[config.mk]
export PLATFORM = sky130hd
export DESIGN_NAME = ysyx_040750_hazard_fwd_unit
export DESIGN_NICKNAME = d
export VERILOG_FILES = /design/src/rtl/ysyx_040750_hazard_fwd_unit_pkg.sv /design/src/rtl/ysyx_040750_fwd_select.sv /design/src/rtl/ysyx_040750_hazard_fwd_unit.sv
export SDC_FILE = /design/constraint.sdc
export NUM_CORES = 1
export LEC_CHECK = 0
export ABC_AREA = 1
export CAP_MARGIN = 40
export CORE_AREA = 4 4 196 198
export CTS_CLUSTER_DIAMETER = 120
export DETAILED_ROUTE_END_ITERATION = 16
export DIE_AREA = 0 0 200 202
export DONT_BUFFER_PORTS = 1
export MAX_ROUTING_LAYER = met4
export PLACE_DENSITY_LB_ADDON = 0.1
export SLEW_MARGIN = 15
export SYNTH_ARGS = -nofsm -noshare
export SYNTH_HDL_FRONTEND = slang
export SYNTH_SLANG_ARGS = --single-unit
export TNS_END_PERCENT = 100
[constraint.sdc]
create_clock -name I_clk -period 4.65 [get_ports I_clk]
set_input_delay 1.395 -clock I_clk [delete_from_list [all_inputs] [get_ports I_clk]]
set_output_delay 1.395 -clock I_clk [all_outputs]
set_load 0.05 [all_outputs]
[src/rtl/ysyx_040750_hazard_fwd_unit_pkg.sv]
// Shared definitions for the hazard/forwarding unit: tag entry layout and stage indices.
package ysyx_040750_hazard_fwd_unit_pkg;

    localparam int unsigned REG_AW = 5;

    // Tag entry layout, MSB first: {v, wen, is_load, rd}
    localparam int unsigned TAG_W        = REG_AW + 3;
    localparam int unsigned TAG_RD_LSB   = 0;
    localparam int unsigned TAG_LOAD_BIT = REG_AW;
    localparam int unsigned TAG_WEN_BIT  = REG_AW + 1;
    localparam int unsigned TAG_V_BIT    = REG_AW + 2;

    localparam int unsigned STG_EX  = 0;
    localparam int unsigned STG_MEM = 1;
    localparam int unsigned STG_WB  = 2;

    typedef struct packed {
        logic              v;
        logic              wen;
        logic              is_load;
        logic [REG_AW-1:0] rd;
    } tag_t;

    // A producer matches only if it really writes a nonzero rd that this source really reads.
    function automatic logic tag_match(input tag_t t, input logic [REG_AW-1:0] addr, input logic used);
        return t.v & t.wen & (t.rd == addr) & (t.rd != '0) & used;
    endfunction

endpackage

[src/rtl/ysyx_040750_fwd_select.sv]
// Priority match and operand mux for one source: youngest matching stage wins.
module ysyx_040750_fwd_select
    import ysyx_040750_hazard_fwd_unit_pkg::*;
#(
    parameter int unsigned XLEN     = 64,
    parameter int unsigned NSTAGE   = 3,
    parameter int unsigned LOAD_RDY = 1
) (
    input  tag_t [NSTAGE-1:0]      tags,
    input  logic [REG_AW-1:0]      rs_addr,
    input  logic                   rs_used,
    input  logic [XLEN-1:0]        rs_data,
    input  logic [NSTAGE*XLEN-1:0] stage_data,
    output logic [XLEN-1:0]        fwd_data,
    output logic [NSTAGE-1:0]      hit,
    output logic                   not_ready
);

    logic found;

    // Once the youngest match is found, older ones are ignored even if they are ready.
    always_comb begin
        fwd_data  = rs_data;
        hit       = '0;
        not_ready = 1'b0;
        found     = 1'b0;
        for (int k = 0; k < int'(NSTAGE); k++) begin
            if (!found && tag_match(tags[k], rs_addr, rs_used)) begin
                found = 1'b1;
                if (!tags[k].is_load || (k >= int'(LOAD_RDY))) begin
                    fwd_data = stage_data[XLEN*k +: XLEN];
                    hit[k]   = 1'b1;
                end else begin
                    not_ready = 1'b1;
                end
            end
        end
    end

endmodule

[src/rtl/ysyx_040750_hazard_fwd_unit.sv]
// Operand forwarding and load-use stall detection beside the ID/EX boundary.
// Keeps a tag pipeline shadowing EX..WB, advanced by the pipeline-advance strobe.
module ysyx_040750_hazard_fwd_unit
    import ysyx_040750_hazard_fwd_unit_pkg::*;
#(
    parameter int unsigned XLEN     = 64,
    parameter int unsigned NSTAGE   = 3,
    parameter int unsigned NSRC     = 2,
    parameter int unsigned LOAD_RDY = 1,
    parameter int unsigned CNT_W    = 32
) (
    input  logic                     I_clk,
    input  logic                     I_rst,
    input  logic                     I_pipe_adv,
    input  logic                     I_flush,
    input  logic                     I_id_valid,
    input  logic [REG_AW-1:0]        I_id_rd,
    input  logic                     I_id_wen,
    input  logic                     I_id_is_load,
    input  logic [NSRC*REG_AW-1:0]   I_rs_addr,
    input  logic [NSRC-1:0]          I_rs_used,
    input  logic [NSRC*XLEN-1:0]     I_rs_data,
    input  logic [NSTAGE*XLEN-1:0]   I_stage_data,
    output logic [NSRC*XLEN-1:0]     O_rs_data,
    output logic [NSRC*NSTAGE-1:0]   O_fwd_hit,
    output logic                     O_stall,
    output logic [CNT_W-1:0]         O_stall_cnt
);

    tag_t [NSTAGE-1:0] tags;
    logic [NSRC-1:0]   src_stall;

    for (genvar s = 0; s < int'(NSRC); s++) begin : g_src
        ysyx_040750_fwd_select #(
            .XLEN     (XLEN),
            .NSTAGE   (NSTAGE),
            .LOAD_RDY (LOAD_RDY)
        ) u_sel (
            .tags       (tags),
            .rs_addr    (I_rs_addr[REG_AW*s +: REG_AW]),
            .rs_used    (I_rs_used[s]),
            .rs_data    (I_rs_data[XLEN*s +: XLEN]),
            .stage_data (I_stage_data),
            .fwd_data   (O_rs_data[XLEN*s +: XLEN]),
            .hit        (O_fwd_hit[NSTAGE*s +: NSTAGE]),
            .not_ready  (src_stall[s])
        );
    end

    assign O_stall = I_id_valid & (|src_stall);

    // Stalled or flushed issue enters EX as a bubble; a flush without advance kills EX in place.
    always_ff @(posedge I_clk or posedge I_rst) begin
        if (I_rst) begin
            tags <= '0;
        end else if (I_pipe_adv) begin
            for (int k = 1; k < int'(NSTAGE); k++) begin
                tags[k] <= tags[k-1];
            end
            tags[0] <= '{v:       I_id_valid & ~O_stall & ~I_flush,
                         wen:     I_id_wen,
                         is_load: I_id_is_load,
                         rd:      I_id_rd};
        end else if (I_flush) begin
            tags[0] <= '0;
        end
    end

    always_ff @(posedge I_clk or posedge I_rst) begin
        if (I_rst) begin
            O_stall_cnt <= '0;
        end else if (O_stall && I_pipe_adv && !(&O_stall_cnt)) begin
            O_stall_cnt <= O_stall_cnt + CNT_W'(1);
        end
    end

endmodule

Word level (Yosys, flattened, before mapping)
Index checks and enable logic that the tools add are counted.
- flip-flop bits (word level): 54
- latch bits: 0
- RAM bits: 0
- memory bits (read-only): 0
- input bits: 344
- logic and storage cells: 85
- memories kept: 0
- add/sub/neg operators: 1
- multiply operators: 0
- divide/modulo/power cells: 0
- $lt $le $gt $ge: 0
- eq/ne operators: 6
- shifts and indexed selects: 0
- multiplexer cells: 24
- bitwise operators: 26
- reductions and logical operators: 17
- operators with widths (operator ; count):
    $mux 64 ; 8
    $add 32x1->32 const B ; 1
    $reduce_and 32->1 ; 1
    $eq 5x5->1 ; 6
    $and 1x1->1 ; 24
    $mux 8 ; 2
    $reduce_bool 5->1 ; 3
    $mux 1 ; 14
    $logic_and 1x1->1 ; 6
    $logic_not 1->1 ; 5
    $not 1->1 ; 2
    $reduce_bool 2->1 ; 1
    $reduce_or 2->1 ; 1

Depth between registers and ports, before layout
- depth after elaboration: 11
- mapped depth: 14

Cells and area by module
From an unflattened synthesis, not the netlist that was laid out.
- cells, all modules: 2244
- area, all modules: 11289.6 µm²
- by module, submodules not included (module ; instances ; cells each ; area an instance (µm²) ; seq. area each (µm²)):
    ysyx_040750_fwd_select ; 2 ; 906 ; 4122.7 ; 0.0
    ysyx_040750_hazard_fwd_unit ; 1 ; 432 ; 3044.2 ; 1401.3

Worst setup path after synthesis
Ideal clock, no wire load.
- kind: input-to-output
- start: in I_rs_addr[8]
- end: out O_fwd_hit[5]
- data arrival time: 3.622 ns
- data required time: 3.255 ns
- path slack: -0.367 ns
- stages: 8
- buffers on the path: 2
- cells stage by stage: buf_2 > xnor2_1 > nand2_1 > nor2_1 > nand2_2 > inv_1 > buf_2 > nor4_1
- longest elaborated chain between the ends: 11
- elaborated cells between the ends (all ways): 19
- classes of those cells: eq/ne: 3; mux: 3; bitwise: 9; reduce/logical: 4
- RTL lines (element ; line ; source):
    from (decl) ; ysyx_040750_hazard_fwd_unit.sv:20 ; input logic [NSRC*REG_AW-1:0] I_rs_addr,
    $eq 5x5->1 ; ysyx_040750_hazard_fwd_unit_pkg.sv:26 ; return t.v & t.wen & (t.rd == addr) & (t.rd != '0) & used;
    $and 1x1->1 (3 in a row) ; ysyx_040750_hazard_fwd_unit_pkg.sv:26 ;
    $mux 1 ; ysyx_040750_fwd_select.sv:28 ; if (!found && tag_match(tags[k], rs_addr, rs_used)) begin
    $logic_not 1->1 ; ysyx_040750_fwd_select.sv:28 ;
    $logic_and 1x1->1 ; ysyx_040750_fwd_select.sv:28 ;
    $mux 1 ; ysyx_040750_fwd_select.sv:28 ;
    $logic_not 1->1 ; ysyx_040750_fwd_select.sv:28 ;
    $logic_and 1x1->1 (*) ; ysyx_040750_fwd_select.sv:28 ;
    $mux 1 (*) ; ysyx_040750_fwd_select.sv:28 ;
    to (decl) ; ysyx_040750_hazard_fwd_unit.sv:25 ; output logic [NSRC*NSTAGE-1:0] O_fwd_hit,
Every way passes the cells marked *; elsewhere a longest branch is shown, timed or not.

Worst setup path in the final report
- start: in I_rs_addr[0]
- end: out O_rs_data[39]
- longest elaborated chain between the ends: 11
- elaborated cells between the ends (all ways): 21
- classes of those cells: eq/ne: 3; mux: 5; bitwise: 9; reduce/logical: 4
- RTL lines (element ; line ; source):
    $eq 5x5->1 ; ysyx_040750_hazard_fwd_unit_pkg.sv:26 ;
    $and 1x1->1 (3 in a row) ; ysyx_040750_hazard_fwd_unit_pkg.sv:26 ;
    $mux 1 ; ysyx_040750_fwd_select.sv:28 ;
    $logic_not 1->1 ; ysyx_040750_fwd_select.sv:28 ;
    $logic_and 1x1->1 ; ysyx_040750_fwd_select.sv:28 ;
    $mux 1 ; ysyx_040750_fwd_select.sv:28 ;
    $logic_not 1->1 ; ysyx_040750_fwd_select.sv:28 ;
    $logic_and 1x1->1 ; ysyx_040750_fwd_select.sv:28 ;
    $mux 64 (*) ; ysyx_040750_fwd_select.sv:28 ;
    to (decl) ; ysyx_040750_hazard_fwd_unit.sv:24 ; output logic [NSRC*XLEN-1:0] O_rs_data,
Marks and branches as above.

==> results.cfg <==
[outcome]
status = completed

[yosys]
synth_flop_cell = dfrtp_1
syn_area_per_cell_um2 = 4.92
yosys_register_bits = 54
synthTopCellsByArea = nand2_1, dfrtp_1, nand4_1
ys.warnings.count = 0
synth_top_area_cell = nand2_1
synth.distinct_cells = 30
seq_area_frac_synth_pct = 14.2
async_flop_share_pct = 100
syn-num-nets = 2280
netlist_area_um2 = 9520
synth_enable_flop_cells = 0
synth_top_area_share_pct = 40.8
netlist_instances = 1935

[global_routing]
grt_max_degree = 179
grt_pass1_vias = 11900
overflow = 0
grt_pass1_wl_um = 77000
grt_usage_pct = 25.3
antenna_found_initial = 1

[worst_setup_path]
r2r_cells = 10
crit_path_end_kind = output port
crit_required_ns = 3.25
start_kind = input pin
path_max_fanout = 23
path_cells = xor2_1 > nor2_1 > nand2_1 > nor2_1 > inv_1 > nand3_4 > buf_12 > buf_4 > nand2_1 > nand2_1 > buf_4
crit_type = in2out
critPathArrivalTime_ns = 3.07
crit_path_frequent_cell = nand2_1
worst_r2r_endpoint = O_stall_cnt[1]
r2r_start = O_stall_cnt[0]
r2r_slack_ns = 1.71
max_stage_delay_ns = 0.28
slowest_stage = nor2_1

[floorplan]
floorplan.initialDensity_pct = 26.1
die_y_um = 202
coreArea_um2 = 36500
fp.dieArea_um2 = 40400
die_width_um = 200
io_pins = 511
num_rows = 70

[final_layout]
area_growth_pct = 27.5
final_cell_mix = nand2_1, inv_1, nor2_1
layout_commonest_cell = nand2_1
nets = 2334
drive_above_1_share_pct = 10.6

[sta]
skew_ns = 0.0114
maxSlewHeadroom_pct = 33.0
max_freq_ghz = 0.224
rsz0062_at_grt = no
drv_slew = 0
finalSetupTns_ns = 0
worst_slack_ns = 0.186
finalSetupViolCount = 0
hold_viol = 0
min_period_over_period_pct = 96.0
post-route-min-period_ns = 4.46
worstMarginPinSlew_ns = 1.00

[placed_design]
place_congestion = 0.965
dp_hpwl_um = 40700
place_ws_ns = 0.192
io_buffers = 0

[cts]
cts_resized = 0
cts_buffer_depth = 2
h-tree-depth = 2
post_cts_buffers = 0
clock-root-buffer = clkbuf_16
clock_latency_ns = 0.31
cts_inserted_buffers = 5
clkSinkCount = 54
clk_pin_slew_worst_paths_ns = 0.07
cts_tree = yes
holdBufCountCts = 0

[hold_path]
hp-class = reg2reg
holdPathStages = 2
holdPathEnd = tags[22]
worstHoldStart = tags[22]

[pwr]
powerDensity_nw_per_um2 = 149
ir_worst_vdd_mv = 0.119
leakage_nw = 6.57

[route]
wire_per_inst_um = 21.4
vias = 12500
drt_iter0_drc = 905
drcViolationCount = 0
drtPass1Iterations = 6
drtAntennaViolNets = 0
viasPerCell = 5.09
drt-total-wl_um = 52700

[run]
drv_cap = 0
-- worst max-delay path by stage --
| stage | start | end | slack [ns] |
|---|---|---|---|
| 2_1_floorplan | I_rs_addr[8] | O_fwd_hit[5] | 0.21 |
| 3_3_place_gp | I_rs_addr[1] | O_rs_data[31] | 0.16 |
| 3_5_place_dp | I_rs_addr[0] | O_rs_data[39] | 0.19 |
| 4_1_cts | I_rs_addr[0] | O_rs_data[39] | 0.19 |
| 5_1_grt | I_rs_addr[2] | O_rs_data[13] | 0.04 |
| 6_report | I_rs_addr[0] | O_rs_data[39] | 0.19 |
-- where the power goes --
| group | internal, mW | switching (mW) | leakage, nW | total (mW) |
|---|---|---|---|---|
| Sequential | 0.487 | 0.0221 | 0.718 | 0.509 |
| Clock | 0.255 | 0.195 | 0.0771 | 0.451 |
| Combinational | 0.309 | 0.545 | 5.77 | 0.854 |
-- synthesized netlist by cell type (2+ instances only) --
library cell,n
nor2_2,4
clkbuf_1,36
a21oi_1,93
nor3_1,15
o21ai_0,81
nand2_2,2
nand3b_1,2
buf_6,3
o21ai_1,51
nor3b_1,2
dfrtp_1,54
buf_1,4
nor2_1,97
a21boi_0,20
nand2_1,1035
clkbuf_2,5
inv_1,124
xor2_1,17
buf_4,15
inv_2,6
xnor2_1,19
nand4_1,80
buf_2,70
nand3_1,94
-- cell families (layout without fill, tap and decap cells) --
group	Yosys count	after routing	synth area share, %
other	0	1	0
buffers and inverters	263	318	12.2
AO/OA/AOI/OAI	248	248	13.7
XOR/XNOR	36	36	3.31
flip-flops	54	54	14.2
adder cells (fa/ha/maj)	1	1	0.131
AND/OR/NAND/NOR	1333	1333	56.5
-- stage by stage --
step	total power [mW]	hold WS [ns]	util [%]	instances	instance area (µm²)
floorplan	1.07	0.453	-	1935	9530
global placement	1.37	0.472	32.7	2449	11900
detailed placement	1.37	0.478	32.8	2450	12000
CTS	1.83	0.496	33.2	2458	12100
global route	1.92	0.538	33.2	2459	12100
finish	1.81	0.498	33.2	2459	12100
-- sequential cells by signal, summed over array words and instances (netlist names) --
| name | count |
|---|---|
| O_stall_cnt | 32 |
| tags | 22 |
-- critical path: cells and delay by family --
family	cells	cell delay (ns)
XOR/XNOR	1	0.12
buffers and inverters	4	0.70
AND/OR/NAND/NOR	6	0.82
-- per-layer routing --
metal / global-route usage, % / wire length [µm]
met1: 29.6 / 20100
met2: 42.3 / 25200
met5: - / 0
met3: 7.22 / 5700
met4: 6.87 / 1680
-- layout make-up --
type                    instances  area [µm²]
inverters                     130         490
clock inverters                 2        37.5
multi-input cells            1618        7070
diodes                          1        2.50
clock buffers                   6         129
flip-flops and latches         54        1360
repair buffers                180        2460
well taps                     468         586
fillers                      4204       24400
Note: power is estimated with default switching activity, not from simulation.
